**src/rtl/ahblite_interconnect_slaveport_arbiter.sv**
```systemverilog
// ---------------------------------------------------------------------------
// ahblite_interconnect_slaveport_arbiter
//
// Per-slave arbiter of the AHB-Lite crossbar. It picks which master port
// drives this slave's address phase. Arbitration is round-robin. A fixed-length
// burst or a locked sequence keeps the grant until it completes. The arbiter
// also records which master owns the current data phase, so the slave port can
// steer HWDATA, HRDATA and HREADYOUT.
//
// Parameters
//   MASTER  number of master ports (2..16)
//   PTR_W   width of the round-robin pointer ($clog2(MASTER))
//
// Ports
//   HCLK, HRESETn     clock, asynchronous active-low reset
//   mst_req_i         master i decodes this slave with HTRANS NONSEQ/SEQ
//   mst_HTRANS_i      per-master HTRANS
//   mst_HBURST_i      per-master HBURST
//   mst_HMASTLOCK_i   per-master HMASTLOCK
//   slv_HREADYOUT_i   slave ready; nothing advances while it is low
//   addr_grant_o      registered one-hot address-phase select (0 = IDLE)
//   data_owner_o      registered one-hot data-phase owner
//   data_valid_o      a NONSEQ/SEQ data phase is in flight
//   mst_wait_o        combinational stall per master (request not granted)
// ---------------------------------------------------------------------------

// Per-master slice: HTRANS activity decode and the stall output.
module ahblite_interconnect_slaveport_arbiter_lane (
    input  logic       req_i,
    input  logic [1:0] htrans_i,
    input  logic       grant_i,
    output logic       active_o,
    output logic       wait_o
);
    assign active_o = (htrans_i == 2'b10) || (htrans_i == 2'b11);
    assign wait_o   = req_i & ~grant_i;
endmodule

module ahblite_interconnect_slaveport_arbiter #(
    parameter int MASTER = 2,
    parameter int PTR_W  = $clog2(MASTER)
) (
    input  logic                   HCLK,
    input  logic                   HRESETn,
    input  logic [MASTER-1:0]      mst_req_i,
    input  logic [MASTER-1:0][1:0] mst_HTRANS_i,
    input  logic [MASTER-1:0][2:0] mst_HBURST_i,
    input  logic [MASTER-1:0]      mst_HMASTLOCK_i,
    input  logic                   slv_HREADYOUT_i,
    output logic [MASTER-1:0]      addr_grant_o,
    output logic [MASTER-1:0]      data_owner_o,
    output logic                   data_valid_o,
    output logic [MASTER-1:0]      mst_wait_o
);

    localparam logic [1:0] TR_IDLE   = 2'b00;
    localparam logic [1:0] TR_BUSY   = 2'b01;
    localparam logic [1:0] TR_NONSEQ = 2'b10;
    localparam logic [1:0] TR_SEQ    = 2'b11;
    localparam logic [2:0] HB_SINGLE = 3'b000;

    // Highest valid master index; the pointer wraps here, not at 2**PTR_W.
    localparam logic [PTR_W-1:0] LAST = PTR_W'(MASTER - 1);

    typedef enum logic [1:0] {
        ST_IDLE,
        ST_OWNED,
        ST_BURST,
        ST_LOCKED
    } state_t;

    state_t            state_q, state_d;
    logic [PTR_W-1:0]  rr_ptr_q, rr_ptr_d;   // also the index of the current owner
    logic [3:0]        beat_cnt_q, beat_cnt_d;
    logic              first_q, first_d;     // burst granted, its NONSEQ not yet accepted
    logic [MASTER-1:0] grant_d;
    logic [MASTER-1:0] active;

    // -----------------------------------------------------------------------
    // Per-master lanes
    // -----------------------------------------------------------------------
    for (genvar i = 0; i < MASTER; i++) begin : g_lane
        ahblite_interconnect_slaveport_arbiter_lane u_lane (
            .req_i    (mst_req_i[i]),
            .htrans_i (mst_HTRANS_i[i]),
            .grant_i  (addr_grant_o[i]),
            .active_o (active[i]),
            .wait_o   (mst_wait_o[i])
        );
    end

    // -----------------------------------------------------------------------
    // Current owner's command. It is only meaningful outside ST_IDLE.
    // -----------------------------------------------------------------------
    logic [1:0] own_trans;
    logic [2:0] own_burst;
    logic       own_lock;
    logic       own_req;

    assign own_trans = mst_HTRANS_i[rr_ptr_q];
    assign own_burst = mst_HBURST_i[rr_ptr_q];
    assign own_lock  = mst_HMASTLOCK_i[rr_ptr_q];
    assign own_req   = mst_req_i[rr_ptr_q];

    // -----------------------------------------------------------------------
    // Round-robin search. It starts one past the pointer and wraps. The
    // pointer slot itself is checked last, so the previous owner has the
    // lowest priority.
    // -----------------------------------------------------------------------
    logic             win_found;
    logic [PTR_W-1:0] win_idx;

    always_comb begin
        logic [PTR_W-1:0] cand;
        win_found = 1'b0;
        win_idx   = rr_ptr_q;
        cand      = rr_ptr_q;
        for (int k = 0; k < MASTER; k++) begin
            cand = (cand == LAST) ? '0 : cand + PTR_W'(1);
            if (!win_found && mst_req_i[cand]) begin
                win_found = 1'b1;
                win_idx   = cand;
            end
        end
    end

    logic [2:0] win_burst;
    logic       win_lock;
    logic       win_fixed;

    assign win_burst = mst_HBURST_i[win_idx];
    assign win_lock  = mst_HMASTLOCK_i[win_idx];
    assign win_fixed = win_burst[2] | win_burst[1];   // INCR4/WRAP4 and longer

    // Number of SEQ beats that follow the NONSEQ of a fixed-length burst.
    function automatic logic [3:0] seq_beats(input logic [2:0] hb);
        case (hb)
            3'b010, 3'b011: seq_beats = 4'd3;
            3'b100, 3'b101: seq_beats = 4'd7;
            3'b110, 3'b111: seq_beats = 4'd15;
            default:        seq_beats = 4'd0;
        endcase
    endfunction

    // -----------------------------------------------------------------------
    // Release detection. The result is only used when HREADYOUT is high.
    // -----------------------------------------------------------------------
    logic release_pt;

    always_comb begin
        release_pt = 1'b0;
        case (state_q)
            ST_IDLE:
                release_pt = 1'b1;
            ST_OWNED:
                release_pt = (own_trans == TR_IDLE) || !own_req ||
                             ((own_burst == HB_SINGLE) && (own_trans == TR_NONSEQ));
            ST_BURST:
                // Before the first beat is accepted, the owner's NONSEQ is
                // the burst start and not an early termination. The last
                // SEQ is the one that takes beat_cnt from 1 to 0.
                release_pt = (own_trans == TR_IDLE) ||
                             (!first_q && ((own_trans == TR_NONSEQ) ||
                                           ((own_trans == TR_SEQ) && (beat_cnt_q <= 4'd1))));
            ST_LOCKED:
                release_pt = !own_lock && (own_trans != TR_BUSY);
            default:
                release_pt = 1'b1;
        endcase
    end

    // -----------------------------------------------------------------------
    // Next-state logic
    // -----------------------------------------------------------------------
    always_comb begin
        state_d    = state_q;
        rr_ptr_d   = rr_ptr_q;
        beat_cnt_d = beat_cnt_q;
        first_d    = first_q;
        grant_d    = addr_grant_o;

        if (slv_HREADYOUT_i) begin
            if (release_pt) begin
                if (win_found) begin
                    grant_d          = '0;
                    grant_d[win_idx] = 1'b1;
                    rr_ptr_d         = win_idx;
                    first_d          = 1'b1;
                    beat_cnt_d       = '0;
                    if (win_lock) begin
                        state_d = ST_LOCKED;
                    end else if (win_fixed) begin
                        state_d    = ST_BURST;
                        beat_cnt_d = seq_beats(win_burst);
                    end else begin
                        state_d = ST_OWNED;
                    end
                end else begin
                    state_d    = ST_IDLE;
                    grant_d    = '0;
                    beat_cnt_d = '0;
                    first_d    = 1'b0;
                end
            end else if (state_q == ST_BURST) begin
                // BUSY leaves the count unchanged. The release check above
                // already handled the final SEQ, so beat_cnt >= 2 here.
                if (own_trans == TR_NONSEQ) begin
                    first_d = 1'b0;
                end else if (own_trans == TR_SEQ) begin
                    first_d    = 1'b0;
                    beat_cnt_d = beat_cnt_q - 4'd1;
                end
            end
        end
    end

    always_ff @(posedge HCLK or negedge HRESETn) begin
        if (!HRESETn) begin
            state_q      <= ST_IDLE;
            rr_ptr_q     <= LAST;
            beat_cnt_q   <= '0;
            first_q      <= 1'b0;
            addr_grant_o <= '0;
        end else begin
            state_q      <= state_d;
            rr_ptr_q     <= rr_ptr_d;
            beat_cnt_q   <= beat_cnt_d;
            first_q      <= first_d;
            addr_grant_o <= grant_d;
        end
    end

    // -----------------------------------------------------------------------
    // Data-phase tracking: the accepted address phase becomes the data phase.
    // -----------------------------------------------------------------------
    always_ff @(posedge HCLK or negedge HRESETn) begin
        if (!HRESETn) begin
            data_owner_o <= '0;
            data_valid_o <= 1'b0;
        end else if (slv_HREADYOUT_i) begin
            data_owner_o <= addr_grant_o;
            data_valid_o <= |(addr_grant_o & active);
        end
    end

endmodule

```
**config.mk**
```make
export PLATFORM = sky130hd
export DESIGN_NAME = ahblite_interconnect_slaveport_arbiter
export DESIGN_NICKNAME = d
export VERILOG_FILES = /design/src/rtl/ahblite_interconnect_slaveport_arbiter.sv
export SDC_FILE = /design/constraint.sdc
export NUM_CORES = 1
export LEC_CHECK = 0
export CELL_PAD_IN_SITES_DETAIL_PLACEMENT = 0
export CELL_PAD_IN_SITES_GLOBAL_PLACEMENT = 1
export CORE_MARGIN = 5
export CORE_UTILIZATION = 34
export CTS_CLUSTER_SIZE = 10
export DETAILED_ROUTE_END_ITERATION = 8
export PLACE_DENSITY = 0.77
export SYNTH_ARGS = -nofsm -noshare
export SYNTH_HDL_FRONTEND = slang
export SYNTH_HIERARCHICAL = 1
export SYNTH_SLANG_ARGS = --single-unit
```
**constraint.sdc**
```tcl
create_clock -name HCLK -period 1.88 [get_ports HCLK]
set_input_delay 0.282 -clock HCLK [delete_from_list [all_inputs] [get_ports HCLK]]
set_output_delay 0.282 -clock HCLK [all_outputs]
set_load 0.01 [all_outputs]
```
==> results by group <==
Detailed routing
  • Initial DRC count: 39
  • Vias per cell: between 5 and 6
  • DRT antenna net count: 0
  • First-pass DRT Iterations: 4
  • Routed vias: ~1.0k
  • DRC viols: 0
  • Routed Wire Length: roughly 3000 µm
  • DR WL/cell: 15.70 µm

Power and ir drop
  • Worst VDD drop: between 0.0006 and 0.0007 V
  • Switching Share: about 40%
  • Int Power: between 0.001 and 0.0015 W
  • Reg power frac: between 20% and 30%
  • Sw power: about 0.00095 W
  • Pleak: between 0.7 and 0.8 nW
  • Clk pwr share: between 7 and 8%
  • Pwr Density: 1410 nW/µm²
  • Comb power frac: 66.9%
  • Power Total: between 0.002 and 0.0025 W

Clocking
  • CTS H-Tree Depth: 1
  • Num CTS Buffers: 3
  • Clk sink count: 13
  • CTS tree: done
  • Worst-case clock buffer depth: 2
  • Post-CTS Hold Buffers: 0
  • Clk slew on worst S/H paths: around 0.08 ns
  • Clock root buffer: clkbuf_4
  • Worst-Skew Late Latency: approximately 0.27 ns

Die
  • DIE HEIGHT: about 66 µm
  • Core outline area: ~3000 µm²
  • Die ar.: 4299 µm²
  • Row Count: 20
  • Initial Util: between 30% and 40%
  • # IOs: 24
  • Die width: 65.57 µm

Worst setup path
  • Max stage delay cell, worst path: dfstp_2
  • Critical path class: flip-flop to flip-flop
  • Critical Path Max Stage Delay: roughly 0.65 ns
  • CP required: 2.04 ns
  • Crit Path Max Fanout: 6
  • Critical R2R Launch: rr_ptr_q$_DFFE_PN1P_
  • FF-to-FF End: addr_grant_o[0]$_DFFE_PN0P_
  • Crit path capture type: flip-flop
  • CP Cell Sequence: mux2i_4 > o22ai_4 > a221oi_4 > nand3_4 > mux2_4
  • Worst setup path endpoint: addr_grant_o[0]$_DFFE_PN0P_
  • Worst EP arrival: around 2.2 ns
  • Crit start category: flip-flop
  • FF-to-FF setup slack: -0.19 ns
  • Worst Reg-to-Reg Cells: 5
  • CP Launch Point: rr_ptr_q$_DFFE_PN1P_

Placed design
  • RePlAce Congestion: 0.8489
  • Placed Instances: 185
  • DP HPWL: roughly 2400 µm
  • Port Buffers: 23
  • Worst slack at placement: -0.3125 ns

Synth
  • Synth top area cells: dfrtp_1 (29%), mux2_4 (5.7%), mux2i_1 (3.8%)
  • Unique masters post-synth: 46
  • Syn nets: 123
  • Post-synth EDFFs: 0
  • Top-area cell type share of the netlist area: 28.61%
  • Post-synthesis sequential area ratio: 31.11%
  • Post-synth top area cell: dfrtp_1
  • Most used DFF post-synth: dfrtp_1
  • Avg Inst Size Synth: between 10 and 15 µm²
  • Cell area after synthesis: around 1000 µm²
  • Ys Warns: 6
  • Ys async rst share: 100.0%
  • Mapped Cells: approximately 100
  • FF+latch count, synth: 13

Flow run
  • MaxCap Viol Count: 0

Timing
  • Setup TNS: -1.450 ns
  • Worst-Margin Slew: around 0.60 ns
  • Period minus WS final: 2.072 ns
  • Final slew viol count: 0
  • Max Freq: 482.7 MHz
  • Final hold vios: 0
  • Unrepaired setup endpoints after global routing: true
  • Worst Skew: between 0.003 and 0.004 ns
  • Part of the cycle the worst path needs: 110.2%
  • Setup Viol. Count Final: 10
  • Crit path setup slack, layout: -0.1918 ns
  • Max_slew headroom: between 50% and 60%

Cells and area
  • Fraction of layout cells with a size suffix above 1: between 40 and 50%
  • Fill cells: 275
  • Area grow syn2layout: 59.12%
  • Antenna cells: 0
  • Non-Filler Instances: roughly 190
  • Nets: 178

GRT
  • Global-route usage over all layers: 15.28%
  • First-pass GRT wire length: around 5200 µm
  • GRT overflow: 0
  • Initial antenna violation count: 0
  • Vias in the first global route: 1074
  • Largest net degree at the start of global routing: 15

Run status
  • Status: complete, but fails checks
  • Failing checks: negative setup slack

Worst hold path
  • Class of the worst hold path: input port to async pin
[per-layer routing]
layer	wire (µm)	GRT usage (%)
met5	0	0
met4	31	3.886
met3	175	3.077
met2	1426	23.89
met1	1365	21.38
[through the flow]
step	cell area [µm²]	util, %	hold WS (ns)
finish	1670	55.63	0.3852
global route	1670	55.63	0.4222
CTS	1610	53.63	0.4003
detailed placement	1531	51.00	0.4992
global placement	1531	51.00	0.4979
floorplan	1050	-	-0.01359
[area by class of cell]
cell class	count	area (µm²)	share of cell area (%)
timing repair buffer	55	495.5	29.66
tap	33	41.29	2.472
inverter	7	26.28	1.573
multi-input combinational	79	754.5	45.17
sequential	13	326.6	19.55
clock buffer	4	26.28	1.573
[placed cells by master (no fill, tap or decap), types with 3 or more instances in the layout]
cell type / count
mux2_4: 4
o2111ai_1: 3
clkbuf_4: 3
dfrtp_1: 12
nor3_1: 4
buf_4: 29
a21oi_1: 3
nand2b_1: 5
nor2_1: 7
clkdlybuf4s50_1: 21
inv_1: 7
mux2_2: 3
[cell usage after synthesis (all sizes together), types with 2 or more instances]
cell      n
dfrtp    12
nor2     10
inv       7
mux2      7
mux2i     5
nand2b    5
nor3      4
o21ai     4
a211oi    3
a21oi     3
clkbuf    3
nor2b     3
o2111ai   3
a221oi    2
a311oi    2
buf       2
ha        2
nand3     2
nand4     2
nor4      2
nor4b     2
o211ai    2
o311ai    2
[state kept, by name, summed over array words and instances (netlist names)]
| name | cells |
|---|---|
| data_owner_o | 2 |
| rr_ptr_q | 1 |
| data_valid_o | 1 |
| first_q | 1 |
| state_q | 2 |
| addr_grant_o | 2 |
| beat_cnt_q | 4 |
[critical path, delay by kind of cell, from the launching register on]
kind	cells	cell delay, ns
AO/OA/AOI/OAI	2	0.48
flip-flops	1	0.65
multiplexers	2	0.66
AND/OR/NAND/NOR	1	0.17
[cells by family (layout without fill, tap and decap cells)]
family | after synthesis | after routing | share of synthesized area [%]
muxes | 12 | 12 | 14.90
adders and majority gates | 2 | 2 | 2.383
AOI/OAI and AO/OA | 30 | 30 | 24.79
buffers and inverters | 12 | 66 | 5.125
DFF | 13 | 13 | 31.11
and+or+nand+nor | 35 | 35 | 21.69
[worst min-delay path by stage]
| stage | from | endpoint | slack [ns] | cells past startpoint |
|---|---|---|---|---|
| after CTS | HRESETn | data_owner_o[1]$_DFFE_PN0P_ | 0.40 | 1 |
| after floorplan | HRESETn | addr_grant_o[0]$_DFFE_PN0P_ | -0.01 | 0 |
| after global placement | data_owner_o[1]$_DFFE_PN0P_ | data_owner_o[1]$_DFFE_PN0P_ | 0.50 | 1 |
| after global routing | HRESETn | data_owner_o[1]$_DFFE_PN0P_ | 0.42 | 1 |
| after detailed placement | data_owner_o[0]$_DFFE_PN0P_ | data_owner_o[0]$_DFFE_PN0P_ | 0.50 | 1 |
| final | HRESETn | state_q[1]$_DFFE_PN0P_ | 0.39 | 1 |
[power groups by stage]
stage	Clock [W]	Sequential [W]	Combinational, W
after global routing	0.000200	0.000631	0.00171
final	0.000175	0.000605	0.00158
after CTS	0.000181	0.000600	0.00148
after floorplan	0	0.000574	0.000830
after detailed placement	0	0.000607	0.00139
after global placement	0	0.000592	0.00136
[timing repair]
action,4_1_cts,5_1_grt
pin swaps,5,5
setup buffers,2,0
resized for setup,8,15
setup endpoints to repair,10,12
Note: power is estimated with default switching activity, not from simulation.
